==> src/rtl/status_register_unit.sv <==
// NZCV status register with multiply-return tracking and ID flag-hazard stall.
// Optional STATUS_BYPASS_EN forwards same-cycle flag writes to status_out and relaxes the stall.
module status_register_unit #(
    parameter int MAX_PENDING = 4,
    parameter int CNT_W       = 3
) (
    input  logic             clk,
    input  logic             rst,
    input  logic             freeze,
    input  logic             flush,
    input  logic             alu_wr,
    input  logic [3:0]       alu_flags,
    input  logic             mul_issue,
    input  logic             mul_flags_valid,
    input  logic [3:0]       mul_flags,
    input  logic             id_needs_flags,
    output logic [3:0]       status_out,
    output logic             flags_stall,
    output logic [CNT_W-1:0] pending_cnt,
    output logic             err_sticky
);

    localparam logic [CNT_W-1:0] MaxCnt = CNT_W'(MAX_PENDING);

    logic [3:0]       flagsQ, flagsD;
    logic [CNT_W-1:0] cntQ, cntD;
    logic             errQ, errD;
    logic             cntZero, cntFull, mulAccept, unresolved;

    assign cntZero   = (cntQ == '0);
    assign cntFull   = (cntQ == MaxCnt);
    // A return with nothing outstanding is a protocol error and never touches the flags.
    assign mulAccept = mul_flags_valid & ~cntZero;

    always_comb begin
        flagsD = flagsQ;
        cntD   = cntQ;
        errD   = errQ;
        if (flush) begin
            // The ALU instruction in EXE is older than the flush point, so it still commits.
            if (alu_wr) flagsD = alu_flags;
            cntD = '0;
        end else if (!freeze) begin
            if (alu_wr)         flagsD = alu_flags;
            else if (mulAccept) flagsD = mul_flags;
            unique case ({mul_issue, mulAccept})
                2'b10: begin
                    if (cntFull) errD = 1'b1;
                    else         cntD = cntQ + 1'b1;
                end
                2'b01:   cntD = cntQ - 1'b1;
                default: cntD = cntQ;
            endcase
            if (mul_flags_valid && cntZero) errD = 1'b1;
        end
    end

    always_ff @(posedge clk or posedge rst) begin
        if (rst) begin
            flagsQ <= 4'b0000;
            cntQ   <= '0;
            errQ   <= 1'b0;
        end else begin
            flagsQ <= flagsD;
            cntQ   <= cntD;
            errQ   <= errD;
        end
    end

`ifdef STATUS_BYPASS_EN
    logic [CNT_W-1:0] cntAfter;
    assign cntAfter   = cntQ - CNT_W'(mulAccept);
    assign status_out = alu_wr ? alu_flags : (mulAccept ? mul_flags : flagsQ);
    assign unresolved = (cntAfter != '0) | mul_issue;
`else
    // Without forwarding, ID must wait for any flag write in EXE to land in flagsQ.
    assign status_out = flagsQ;
    assign unresolved = ~cntZero | mul_issue | alu_wr | mul_flags_valid;
`endif

    assign flags_stall = id_needs_flags & unresolved & ~flush;
    assign pending_cnt = cntQ;
    assign err_sticky  = errQ;

endmodule

==> config.mk <==
export PLATFORM = sky130hd
export DESIGN_NAME = status_register_unit
export DESIGN_NICKNAME = d
export VERILOG_FILES = /design/src/rtl/status_register_unit.sv
export SDC_FILE = /design/constraint.sdc
export NUM_CORES = 1
export LEC_CHECK = 0
export ABC_AREA = 1
export CAP_MARGIN = 15
export CORE_MARGIN = 2
export CORE_UTILIZATION = 39
export CTS_CLUSTER_SIZE = 30
export DETAILED_ROUTE_END_ITERATION = 16
export PLACE_DENSITY = 0.76
export SYNTH_ARGS = -nofsm -noshare
export SYNTH_HDL_FRONTEND = slang
export SYNTH_SLANG_ARGS = --single-unit
==> constraint.sdc <==
create_clock -name clk -period 1.8 [get_ports clk]
set_input_delay 0.36 -clock clk [delete_from_list [all_inputs] [get_ports clk]]
set_output_delay 0.36 -clock clk [all_outputs]
set_load 0.05 [all_outputs]
==> results of run 1 <==
-- what timing repair did --
item                       CTS  global route
setup endpoints to repair    0             2
gates resized for setup      0             3
buffers inserted             0             1
-- registers in the layout, indices dropped and copies added (netlist names) --
name,count
status_out,4
pending_cnt,3
err_sticky,1
-- stage by stage --
stage	instance area, um2	total power, mW
5_1_grt	881	0.703
4_1_cts	868	0.669
6_report	881	0.669
3_3_place_gp	842	0.510
2_1_floorplan	563	0.406
3_5_place_dp	842	0.514
-- power groups by stage --
stage | clock network [mW] | logic (mW) | registers [mW]
after floorplan | 0 | 0.110 | 0.296
after global placement | 0 | 0.288 | 0.221
after detailed placement | 0 | 0.293 | 0.221
after CTS | 0.157 | 0.294 | 0.218
after global routing | 0.163 | 0.320 | 0.220
final | 0.153 | 0.298 | 0.218
-- cell type report --
class | instances | area [um2]
well taps | 15 | 18.8
fillers | 120 | 420
inverters | 8 | 30.0
repair buffers | 29 | 270
flip-flops and latches | 8 | 204
multi-input cells | 46 | 332
clock buffers | 4 | 26.3
-- synthesized netlist by cell type, drive strengths merged --
cell	count
nand2	22
dfrtp	8
inv	8
o21ai	5
mux2i	4
nand3	4
nor2	3
a21oi	2
fa	1
nand3b	1
nand4	1
nor3	1
o21bai	1
xor2	1
-- logic make-up (layout without fill, tap and decap cells) --
kind of cell | after synthesis | count (layout) | synth area share (%)
AND/OR/NAND/NOR | 32 | 32 | 32.3
multiplexers | 4 | 4 | 7.37
AO/OA/AOI/OAI | 8 | 8 | 12.7
XOR/XNOR | 1 | 1 | 1.61
buffers and inverters | 8 | 41 | 5.53
flip-flops | 8 | 8 | 36.9
adder cells (fa/ha/maj) | 1 | 1 | 3.69
-- metal layers --
layer	track usage, %	wire length (um)
met1	17.5	492
met2	30.5	580
met3	3.72	72
met4	7.26	0
met5	0	0
-- path summary, 6_finish.rpt --
| path | start | to | slack (ps) | cells after the start |
|---|---|---|---|---|
| max reg2reg | pending_cnt[1]$_DFFE_PP0P_ | pending_cnt[2]$_DFFE_PP0P_ | 140 | 11 |
| min reg2reg | status_out[3]$_DFFE_PP0P_ | status_out[3]$_DFFE_PP0P_ | 480 | 2 |
| max in group asynchronous | rst | pending_cnt[1]$_DFFE_PP0P_ | 1190 | 2 |
| max | pending_cnt[1]$_DFFE_PP0P_ | flags_stall | 70 | 5 |
| min in group clk | status_out[3]$_DFFE_PP0P_ | status_out[3]$_DFFE_PP0P_ | 480 | 2 |
| min | rst | status_out[2]$_DFFE_PP0P_ | 350 | 2 |
==> flow_metrics.tcl, run 1 <==
set metrics [dict create \
    status "finished clean" \
    rows 13 \
    dr.pass1.iters 2 \
    path_max_fanout 4 \
    area_growth_pct 62.2 \
    grt_pass1_vias 477 \
    start_util_pct 41.7 \
    overflow 0 \
    coreArea_um2 1300 \
    syn_area_per_cell_um2 8.76 \
    ys_types 20 \
    finalSetupTns_ps 0 \
    clockPowerShare_pct 22.8 \
    antenna_cells 0 \
    track_usage_pct 16.4 \
    layout_common_cells "nand2_1 (17), clkdlybuf4s50_1 (14), buf_4 (13), inv_1 (5), dfrtp_1 (5)" \
    hold_path_class "primary input to asynchronous set/reset pin" \
    hpwl_um 996 \
    relSlewSlack_pct 78.7 \
    crit_family "flip-flops" \
    clk_path_buf_depth 2 \
    critPathKind "flop to output port" \
    hold_viol_final 0 \
    critPathLaunchType "flop" \
    dpl.cell_count 105 \
    cts_tree "yes" \
    syn_nets 79 \
    seqPwrFrac_pct 32.6 \
    holdWs_ps 353 \
    finalCritPeriodShare_pct 96.3 \
    cts_num_sinks 8 \
    utilization_pct 67.7 \
    wirelength_mm 1.15 \
    dp_slack_ps -202 \
    syn_area_um2 543 \
    ys_ff_latch 8 \
    ir_drop_v 0.000487 \
    place_congestion 0.678 \
    netlist_top_cells_area "dfrtp_1 (37%), nand2_1 (12%), mux2i_1 (7.4%), o21ai_2 (6.5%), nand2_4 (6.2%)" \
    worst_slack_ps 67.5 \
    grt_antenna_before_repair 0 \
    path_buf_inv 1 \
    synth_top_area_share_pct 36.9 \
    synth-seq-area-share_pct 36.9 \
    synth_cells 62 \
    numPortBuffers 24 \
    p_int_mw 0.408 \
    wire_per_inst_um 10.4 \
    period_needed_ps 1730 \
    ios 25 \
    pwr_density_cell_nw_per_um2 759 \
    drc 0 \
    mostFrequentLayoutCell "nand2_1" \
    rsz0062_at_grt "no" \
    p_sw_share_pct 39.0 \
    tightestPinTransition_ps 319 \
    ys_warn_count 0 \
    p_switching_mw 0.261 \
    finalMaxSlewViolations 0 \
    nNetsFinal 113 \
    cts.htree.levels 1 \
    drtIter0Drc 4 \
    antenna_left 0 \
    clockRootBuffer "clkbuf_4" \
    crit_arrival_ps 1370 \
    max_stage_delay_ps 450 \
    crit_required_ps 1440 \
    cts-hold-fix-buffers 0 \
    dieWidth_um 41.3 \
    clock_latency_ps 250 \
    vias 516 \
    endpoint_kind "output port" \
    drive_gt1_share_pct 41.1 \
    cts-buffers-inserted 3 \
    maxCapViolations 0 \
    max_freq_ghz 0.577 \
    total_leakage_power_nw 0.438 \
    stdcell_count 110 \
    finalSetupViolCount 0 \
    yosysTopAreaCell "dfrtp_1" \
    grt_max_degree 9 \
    crit_path_top_delay_cell "dfrtp_2" \
    grt_pass1_wl_mm 1.81 \
    path_clk_slew_ps 60 \
    worstPathCellList "nor2_4, nand2_4, nor3_1, a21oi_2, buf_12" \
    vias_per_cell 4.69 \
    comb_power_share_pct 44.6 \
    dieArea_um2 1710 \
    die_h_um 41.3 \
    worst_clock_skew_ps 0.238 \
]
(Power assumes the default switching activity.)
==> run 2, diff against run 1 <==
--- a/config.mk
+++ b/config.mk
@@ -5,10 +5,9 @@
 export SDC_FILE = /design/constraint.sdc
 export NUM_CORES = 1
 export LEC_CHECK = 0
-export ABC_AREA = 1
 export CAP_MARGIN = 15
 export CORE_MARGIN = 2
-export CORE_UTILIZATION = 39
+export CORE_UTILIZATION = 38
 export CTS_CLUSTER_SIZE = 30
 export DETAILED_ROUTE_END_ITERATION = 16
 export PLACE_DENSITY = 0.76
==> flow_metrics.tcl, run 2 <==
set metrics [dict create \
    r2r-start "pending_cnt[0]$_DFFE_PP0P_" \
    syn_area_um2 504 \
    antenna_cells 0 \
    clockPowerShare_pct 22.7 \
    layout_common_cells "buf_4 (18), clkdlybuf4s50_1 (14), mux2_2 (8), nor2_1 (6), dfrtp_1 (5)" \
    critPathKind "flop to output port" \
    hold_path_class "primary input to asynchronous set/reset pin" \
    period_needed_ps 2150 \
    dr.pass1.iters 4 \
    p_int_mw 0.414 \
    dieWidth_um 40.4 \
    violations "setup timing" \
    rows 13 \
    antenna_left 0 \
    ys_ff_latch 8 \
    p_sw_share_pct 34.9 \
    path_clk_slew_ps 50 \
    worst_clock_skew_ps 3.44 \
    nNetsFinal 102 \
    cts-buffers-inserted 3 \
    syn_nets 63 \
    area_growth_pct 73.4 \
    drc 0 \
    drtIter0Drc 7 \
    synth_edf_count 0 \
    ys_async_sr_fraction_pct 100 \
    synth-seq-area-share_pct 39.7 \
    crit_arrival_ps 1790 \
    finalPower_mw 0.636 \
    finalSetupViolCount 1 \
    place_congestion 0.796 \
    syn_area_per_cell_um2 11.0 \
    reg2reg_slack_ps 90 \
    finalCritPeriodShare_pct 119 \
    overflow 0 \
    mostFrequentLayoutCell "buf_4" \
    crit_required_ps 1440 \
    cts_tree "yes" \
    seqPwrFrac_pct 33.4 \
    synth_cells 46 \
    wire_per_inst_um 11.5 \
    endpoint_kind "output port" \
    comb_power_share_pct 43.9 \
    clockRootBuffer "clkbuf_4" \
    vias 485 \
    yosysTopAreaCell "dfrtp_1" \
    synth_commonest_cells "dfrtp_1 (8), mux2_2 (8), nor2_1 (6)" \
    stdcell_count 99 \
    grt_pass1_vias 415 \
    total_leakage_power_nw 0.408 \
    relSlewSlack_pct 81.1 \
    synth_flop_cell "dfrtp_1" \
    holdWs_ps 337 \
    coreArea_um2 1270 \
    tightestPinTransition_ps 284 \
    largest_reg_flops 4 \
    ios 25 \
    netlist_top_cells_area "dfrtp_1 (40%), mux2_2 (18%), nor2_1 (4.5%), fa_1 (4.0%), mux2i_1 (4.0%)" \
    clock_latency_ps 250 \
    dieArea_um2 1630 \
    clk_path_buf_depth 2 \
    start_util_pct 39.7 \
    p_switching_mw 0.222 \
    cts_num_sinks 8 \
    ys_types 24 \
    grt_max_degree 9 \
    maxCapViolations 0 \
    r2r_cells 5 \
    cts-hold-fix-buffers 0 \
    rsz0062_at_grt "yes" \
    hold_viol_final 0 \
    cp-startpoint "pending_cnt[0]$_DFFE_PP0P_" \
    die_h_um 40.4 \
    post_cts_buffers 0 \
    max_freq_ghz 0.466 \
    cts.htree.levels 1 \
    grt_antenna_before_repair 0 \
    numPortBuffers 24 \
    critPathLaunchType "flop" \
    ys_warn_count 0 \
    hpwl_um 942 \
    vias_per_cell 4.90 \
    pwr_density_cell_nw_per_um2 727 \
    worst_slack_ps -346 \
    finalMaxSlewViolations 0 \
    track_usage_pct 16.0 \
    ir_drop_v 0.000571 \
    grt_pass1_wl_mm 1.67 \
    drive_gt1_share_pct 48.8 \
    synth_top_area_share_pct 39.7 \
    path_max_fanout 3 \
    wirelength_mm 1.14 \
    dpl.cell_count 95 \
    status "complete, but fails checks" \
]
[run 2: layout make-up]
cell class                 count  area, um2
multi-input combinational     36        319
sequential                     8        204
tap                           15       18.8
fill                         113        394
timing repair buffer          34        299
inverter                       2       7.51
clock buffer                   4       26.3
[run 2: worst paths after layout]
path,end
max,flags_stall
min,status_out[3]$_DFFE_PP0P_
max reg2reg,pending_cnt[2]$_DFFE_PP0P_
min reg2reg,err_sticky$_DFFE_PP0P_
max in group asynchronous,pending_cnt[2]$_DFFE_PP0P_
min in group clk,err_sticky$_DFFE_PP0P_
[run 2: routing by layer]
layer	up-vias	global-route usage [%]	part of all wire, %
met5	-	0	0
met1	225	21.9	44
li1	246	-	-
met2	12	23.4	49
met3	2	5.56	6.2
met4	0	5.00	1.1
[run 2: critical path, stage by stage, from the launching register on]
cell and delay [ps]:
dfrtp_2 400, or3_4 400, or4_1 410, and3_4 180
buf_6 140
[run 2: what timing repair did]
action / in CTS / in global routing
pin swaps: 0 / 2
resized for setup: 2 / 3
gates cloned: 0 / 0
setup endpoints to repair: 2 / 2
[run 2: power groups by stage]
stage	Combinational [mW]	Sequential, mW	Clock [mW]
2_1_floorplan	0.0765	0.299	0
3_3_place_gp	0.270	0.215	0
3_5_place_dp	0.273	0.215	0
4_1_cts	0.278	0.213	0.151
5_1_grt	0.298	0.215	0.158
6_report	0.279	0.212	0.144
[run 2: through the flow]
step                area [um2]  TNS, ps  worst slack (ps)  util (%)
finish                     875     -346              -346      68.9
floorplan                  515     -216              -134         -
global placement           827     -872              -226      65.2
detailed placement         827     -929              -241      65.2
global route               875     -385              -385      68.9
CTS                        862     -342              -342      67.9
[run 2: logic make-up after synthesis]
group	after synthesis	synth area share [%]
compound gates	7	12.9
xor+xnor	2	3.47
fa+ha+maj	1	3.97
buf+inv	2	1.49
flops	8	39.7
mux	10	21.8
simple gates	16	16.6
